**src/rtl/sgpr_arb_pkg.sv**
```systemverilog
`default_nettype none
// ============================================================================
//  Module   : sgpr_arb_pkg
//  Purpose  : Shared types and default sizing for the SGPR write arbiter.
//             Holds the controller state encoding and the default port count,
//             address width and data width used by sgpr_wr_arbiter.
//  Ports    : none (package)
//  Revision : 1.0 - initial release
// ============================================================================
package sgpr_arb_pkg;

    localparam int SGPR_ARB_NUM_PORTS = 8;
    localparam int SGPR_ARB_ADDR_W    = 9;
    localparam int SGPR_ARB_DATA_W    = 64;

    typedef enum logic [1:0] {
        ST_IDLE  = 2'd0,
        ST_READ  = 2'd1,
        ST_WRITE = 2'd2
    } arb_state_e;

endpackage : sgpr_arb_pkg
`default_nettype wire

```
**src/rtl/sgpr_rr_pick.sv**
```systemverilog
`default_nettype none
// ============================================================================
//  Module   : sgpr_rr_pick
//  Purpose  : Combinational NUM_PORTS-way round-robin picker. Searches the
//             request vector starting one past the last granted port and
//             wrapping at NUM_PORTS-1 back to 0.
//  Ports    : req_i        - request vector, one bit per port
//             last_grant_i - index of the most recently granted port
//             grant_o      - one-hot grant (all zero when no request)
//             grant_idx_o  - binary index of the granted port
//             any_o        - high when at least one request is present
//  Revision : 1.0 - initial release
// ============================================================================
module sgpr_rr_pick #(
    parameter int NUM_PORTS = 8,
    parameter int IDX_W     = 3
) (
    input  logic [NUM_PORTS-1:0] req_i,
    input  logic [IDX_W-1:0]     last_grant_i,
    output logic [NUM_PORTS-1:0] grant_o,
    output logic [IDX_W-1:0]     grant_idx_o,
    output logic                 any_o
);

    logic [IDX_W-1:0] cand;

    // Offsets 1..NUM_PORTS visit every port exactly once, the last granted
    // port being considered last; the first requesting candidate wins.
    always_comb begin
        grant_o     = '0;
        grant_idx_o = '0;
        any_o       = 1'b0;
        cand        = '0;
        for (int off = 1; off <= NUM_PORTS; off++) begin
            cand = IDX_W'((int'(last_grant_i) + off) % NUM_PORTS);
            if (!any_o && req_i[cand]) begin
                any_o         = 1'b1;
                grant_o[cand] = 1'b1;
                grant_idx_o   = cand;
            end
        end
    end

endmodule : sgpr_rr_pick
`default_nettype wire

```
**src/rtl/sgpr_wr_arbiter.sv**
```systemverilog
`default_nettype none
// ============================================================================
//  Module   : sgpr_wr_arbiter
//  Purpose  : Round-robin arbiter serialising SGPR write requests from
//             NUM_PORTS requesters (simd0-3, simf0-3) into a single register
//             file write port.
//             Build option SGPR_WR_ARB_MASK_MERGE_EN:
//               defined   - IDLE -> READ -> WRITE read-modify-write; the
//                           old word is read and merged under the bit mask.
//               undefined - IDLE -> WRITE; captured data written as-is,
//                           mask ignored, no register file read.
//  Ports    : clk, rst            - clock, synchronous active-high reset
//             req_valid/addr/data/mask - per-port write requests (flattened)
//             req_ready           - one-hot accept pulse (IDLE only)
//             rd_en/rd_addr       - old-data read strobe and address
//             rd_data             - read data, valid the cycle after rd_en
//             wr_en/wr_addr/wr_data - register file write
//             done_valid/done_port - write-complete pulse and port index
//             busy                - high whenever not IDLE
//  Revision : 1.0 - initial release
// ============================================================================
module sgpr_wr_arbiter
    import sgpr_arb_pkg::*;
#(
    parameter int NUM_PORTS = SGPR_ARB_NUM_PORTS,
    parameter int ADDR_W    = SGPR_ARB_ADDR_W,
    parameter int DATA_W    = SGPR_ARB_DATA_W
) (
    input  logic                        clk,
    input  logic                        rst,
    input  logic [NUM_PORTS-1:0]        req_valid,
    input  logic [NUM_PORTS*ADDR_W-1:0] req_addr,
    input  logic [NUM_PORTS*DATA_W-1:0] req_data,
    input  logic [NUM_PORTS*DATA_W-1:0] req_mask,
    output logic [NUM_PORTS-1:0]        req_ready,
    output logic                        rd_en,
    output logic [ADDR_W-1:0]           rd_addr,
    input  logic [DATA_W-1:0]           rd_data,
    output logic                        wr_en,
    output logic [ADDR_W-1:0]           wr_addr,
    output logic [DATA_W-1:0]           wr_data,
    output logic                        done_valid,
    output logic [2:0]                  done_port,
    output logic                        busy
);

    localparam int               IDX_W      = (NUM_PORTS > 1) ? $clog2(NUM_PORTS) : 1;
    // Reset value makes port 0 the first winner.
    localparam logic [IDX_W-1:0] C_LAST_RST = IDX_W'(NUM_PORTS - 1);

    arb_state_e        state_q, state_d;
    logic [IDX_W-1:0]  last_q,  last_d;
    logic [IDX_W-1:0]  port_q,  port_d;
    logic [ADDR_W-1:0] addr_q,  addr_d;
    logic [DATA_W-1:0] data_q,  data_d;

    logic [NUM_PORTS-1:0] w_grant;
    logic [IDX_W-1:0]     w_idx;
    logic                 w_any;

    logic [ADDR_W-1:0] w_addr_arr [NUM_PORTS];
    logic [DATA_W-1:0] w_data_arr [NUM_PORTS];

    generate
        for (genvar p = 0; p < NUM_PORTS; p++) begin : g_unpack
            assign w_addr_arr[p] = req_addr[p*ADDR_W +: ADDR_W];
            assign w_data_arr[p] = req_data[p*DATA_W +: DATA_W];
        end
    endgenerate

`ifdef SGPR_WR_ARB_MASK_MERGE_EN
    logic [DATA_W-1:0] mask_q, mask_d;
    logic [DATA_W-1:0] w_mask_arr [NUM_PORTS];

    generate
        for (genvar p = 0; p < NUM_PORTS; p++) begin : g_unpack_mask
            assign w_mask_arr[p] = req_mask[p*DATA_W +: DATA_W];
        end
    endgenerate
`else
    // Mask and read data have no consumer when merging is compiled out.
    logic w_unused_merge;
    assign w_unused_merge = ^{req_mask, rd_data};
`endif

    sgpr_rr_pick #(
        .NUM_PORTS (NUM_PORTS),
        .IDX_W     (IDX_W)
    ) u_pick (
        .req_i        (req_valid),
        .last_grant_i (last_q),
        .grant_o      (w_grant),
        .grant_idx_o  (w_idx),
        .any_o        (w_any)
    );

    always_ff @(posedge clk) begin
        if (rst) begin
            state_q <= ST_IDLE;
            last_q  <= C_LAST_RST;
            port_q  <= '0;
            addr_q  <= '0;
            data_q  <= '0;
`ifdef SGPR_WR_ARB_MASK_MERGE_EN
            mask_q  <= '0;
`endif
        end else begin
            state_q <= state_d;
            last_q  <= last_d;
            port_q  <= port_d;
            addr_q  <= addr_d;
            data_q  <= data_d;
`ifdef SGPR_WR_ARB_MASK_MERGE_EN
            mask_q  <= mask_d;
`endif
        end
    end

    // All outputs are forced low while rst is high so that a transaction
    // caught mid-flight by reset produces no write or completion.
    always_comb begin
        state_d    = state_q;
        last_d     = last_q;
        port_d     = port_q;
        addr_d     = addr_q;
        data_d     = data_q;
`ifdef SGPR_WR_ARB_MASK_MERGE_EN
        mask_d     = mask_q;
`endif
        req_ready  = '0;
        rd_en      = 1'b0;
        rd_addr    = '0;
        wr_en      = 1'b0;
        wr_addr    = '0;
        wr_data    = '0;
        done_valid = 1'b0;
        done_port  = '0;
        busy       = 1'b0;

        if (!rst) begin
            busy = (state_q != ST_IDLE);
            case (state_q)
                ST_IDLE: begin
                    if (w_any) begin
                        req_ready = w_grant;
                        last_d    = w_idx;
                        port_d    = w_idx;
                        addr_d    = w_addr_arr[w_idx];
                        data_d    = w_data_arr[w_idx];
`ifdef SGPR_WR_ARB_MASK_MERGE_EN
                        mask_d    = w_mask_arr[w_idx];
                        state_d   = ST_READ;
`else
                        state_d   = ST_WRITE;
`endif
                    end
                end
`ifdef SGPR_WR_ARB_MASK_MERGE_EN
                ST_READ: begin
                    rd_en   = 1'b1;
                    rd_addr = addr_q;
                    state_d = ST_WRITE;
                end
`endif
                ST_WRITE: begin
                    wr_en      = 1'b1;
                    wr_addr    = addr_q;
`ifdef SGPR_WR_ARB_MASK_MERGE_EN
                    // rd_data holds the old word for the read issued last cycle.
                    wr_data    = (data_q & mask_q) | (rd_data & ~mask_q);
`else
                    wr_data    = data_q;
`endif
                    done_valid = 1'b1;
                    done_port  = 3'(port_q);
                    state_d    = ST_IDLE;
                end
                default: begin
                    state_d = ST_IDLE;
                end
            endcase
        end
    end

endmodule : sgpr_wr_arbiter
`default_nettype wire

```
**config.mk**
```make
export PLATFORM = sky130hd
export DESIGN_NAME = sgpr_wr_arbiter
export DESIGN_NICKNAME = d
export VERILOG_FILES = /design/src/rtl/sgpr_arb_pkg.sv /design/src/rtl/sgpr_rr_pick.sv /design/src/rtl/sgpr_wr_arbiter.sv
export SDC_FILE = /design/constraint.sdc
export NUM_CORES = 1
export LEC_CHECK = 0
export CORE_AREA = 3 3 488 490
export CTS_BUF_LIST = sky130_fd_sc_hd__clkbuf_8
export DETAILED_ROUTE_END_ITERATION = 7
export DIE_AREA = 0 0 491 493
export DONT_BUFFER_PORTS = 1
export PLACE_DENSITY = 0.3
export SYNTH_ARGS = -nofsm -noshare
export SYNTH_HDL_FRONTEND = slang
export SYNTH_SLANG_ARGS = --single-unit
```
**constraint.sdc**
```tcl
create_clock -name clk -period 5.4 [get_ports clk]
set_input_delay 0.54 -clock clk [delete_from_list [all_inputs] [get_ports clk]]
set_output_delay 0.54 -clock clk [all_outputs]
set_load 0.005 [all_outputs]
```
==> qor.yml <==
yosys:
  synth_xor_area_share_pct: 0.238
  synth_compound_area_share_pct: 30.8
  synthArstFlopShare_pct: 0
  synth.distinct_cells: 57
  synth_area_per_cell_sq_um: 7.99
  synth_edf_count: 0
  yosys-mux-area-fraction_pct: 21.4
  synth_seq_cells: 80
  yosysSeqAreaShare_pct: 14.5
  synth-main-ff-cell: "dfxtp_1"
  synthesis.area_sq_um: 11000
  synth_warnings: 0
  synth_adder_area_share_pct: 0.680
  synth_top_family_by_area: "compound AO/OA/AOI/OAI gates"
  yosys.area_share.simple_pct: 19.1
  synth_cells: 1382
detailed_routing:
  drc_errors: 0
  wl_per_cell_um: 22.9
  routed_wl_um: 103000
  num_vias: 11360
  drtAntennaViolNets: 0
  via_per_inst: 2.53
  drtIter0Drc: 651
  firstDrtPassIters: 5
timing:
  post-route-period-util_pct: 91.4
  rsz0062_at_grt: "no"
  setup_viol: 0
  final_max_slew_viol_count: 0
  fmax_mhz: 203
  finalHoldViolations: 0
  skew_ps: 32.0
  slew-limit-headroom_pct: 33.6
  worstMarginPinSlew_ps: 992
  min_period_ps: 4940
grt:
  first_global_vias: 11661
  antenna_found_initial: 67
  grt_first_pass_wirelength_um: 127000
  grt_util_all_layers_pct: 8.18
  grt_max_degree: 115
  grt.overflow.total: 0
power:
  pwr-share-seq_pct: 6.7
  power.switching_w: 0.00964
  power.share.clock_pct: 4.3
  power.internal_w: 0.00649
  power_density_nw_per_um2: 1050
  report.power.total_w: 0.0161
  swShare_pct: 59.7
  p_leak_nw: 4.49
  p_comb_share_pct: 88.9
  ir_worst_vdd_v: 0.000846
finish:
  layout_common_cells: "o211ai_1 (293), inv_1 (153), nor2_1 (93), a21oi_1 (81)"
  mostFrequentLayoutCell: "o211ai_1"
  area_growth_pct: 38.6
  drive_above_1_share_pct: 20.9
  final_area_sq_um: 15300
  final_nets: 2489
setup_path:
  regToRegEndpoint: "data_q[21]"
  r2r-start: "last_q[2]"
  critPathRequiredTime_ps: 5860
  reg2reg_slack_ps: 460
  critPathLaunch: "last_q[2]"
  cp-end-kind: "flop"
  path_max_fanout: 37
  start_kind: "flop"
  ff2ff_path_depth: 13
  path_class: "reg -> reg"
  cp-endpoint: "data_q[21]"
  crit_arrival_ps: 5400
die:
  rows: 178
  die_area_sq_um: 242000
  initial_core_util_pct: 4.71
  core-area_sq_um: 235000
  die_h_um: 493
  die_x_um: 491
  pin_count: 1267
clock_tree:
  cts_setup_buffers: 0
  path_clk_slew_ps: 170
  insertion_delay_ps: 590
  clock-sinks: 80
  clockRootBuffer: "clkbuf_8"
  cts_buffer_depth: 2
  cts_made_buffers: 9
  htreeDepth: 3
  cts_tree: "yes"
placed_design:
  port_buffers: 0
  detailed_place_hpwl_um: 82800
  place_congestion: 0.749
  placed_cell_area_sq_um: 14900
hold_path:
  min_path_type: "in -> reg"
  hold_depth: 2
job:
  drv_cap: 0
outcome:
  status: "finished, final reports clean"
-- metal layers --
metal | global-route usage (%) | vias up | wire [um]
li1 | - | 5049 | -
met1 | 8.90 | 5480 | 38600
met2 | 14.2 | 650 | 51000
met3 | 3.86 | 143 | 10700
met4 | 2.16 | 38 | 2050
met5 | 0 | - | 251
-- synthesized netlist by cell type, types with 37 or more instances --
cell type / instances / area (sq um)
o211ai_1: 293 / 2200
inv_1: 152 / 571
nor2_1: 95 / 357
clkbuf_1: 92 / 345
a21oi_1: 81 / 405
and2_1: 80 / 500
dfxtp_1: 80 / 1600
nor4_2: 73 / 913
mux2_1: 71 / 800
o22ai_1: 59 / 369
mux2_4: 51 / 766
buf_2: 37 / 185
-- through the flow --
| stage | setup TNS, ps | instances | util, % | hold slack (ps) | setup WS, ps |
|---|---|---|---|---|---|
| after CTS | 0 | 4468 | 6.49 | 105 | 13.5 |
| after global placement | -407 | 4447 | 6.36 | 447 | -158 |
| final | 0 | 4487 | 6.52 | 234 | 462 |
| after floorplan | 0 | 1391 | - | 432 | 1250 |
| after global routing | 0 | 4478 | 6.52 | 121 | 65.8 |
| after detailed placement | -286 | 4447 | 6.36 | 455 | -116 |
-- worst max-delay path: stages, from the launching register on --
cell and delay [ps]:
dfxtp_1 570, buf_4 240, xor2_1 580, mux4_2 490, or3_1 330, a2111oi_1 480
or2_4 250, o21a_4 300, buf_12 280, buf_4 260, mux2_2 350, o22ai_1 360
buf_4 220, nor4_2 40
-- sequential cells by signal (all words and copies together), names as in the netlist --
name     cells
port_q       3
data_q      64
last_q       3
state_q      1
addr_q       9
-- cell families after synthesis --
| group | count (synthesis) |
|---|---|
| AOI/OAI and AO/OA | 486 |
| other | 1 |
| DFF | 80 |
| xor gates and xnor gates | 3 |
| muxes | 186 |
| adders and majority gates | 6 |
| and+or+nand+nor | 300 |
| buffers and inverters | 320 |
-- power by group through the flow --
| stage | logic [W] | clock network (W) | registers, W |
|---|---|---|---|
| 3_3_place_gp | 0.0149 | 0 | 0.00110 |
| 5_1_grt | 0.0157 | 0.000805 | 0.00112 |
| 6_report | 0.0143 | 0.000701 | 0.00108 |
| 4_1_cts | 0.0150 | 0.000802 | 0.00110 |
| 3_5_place_dp | 0.0149 | 0 | 0.00111 |
| 2_1_floorplan | 0.00936 | 0 | 0.000964 |
-- final cells by class --
class	instances	area [sq um]
clock inverters	7	95.1
well taps	3150	3940
clock buffers	9	124
multi-input cells	991	8110
flip-flops and latches	80	1600
fillers	27639	219000
inverters	152	571
diodes	19	47.5
repair buffers	79	816
-- worst min-delay path by stage --
stage / from / slack [ps] / end
detailed placement: port_q[2] / 450 / port_q[2]
global route: rst / 120 / addr_q[2]
global placement: port_q[2] / 450 / port_q[2]
CTS: rst / 100 / addr_q[2]
floorplan: port_q[2] / 430 / port_q[2]
finish: rst / 230 / addr_q[2]
-- timing repair --
item,4_1_cts,5_1_grt
hold buffers,5,0
endpoints found under the setup margin,4,8
hold endpoints to repair,53,0
resized for setup,1,4
No activity file was read; power rests on OpenSTA's default activity.
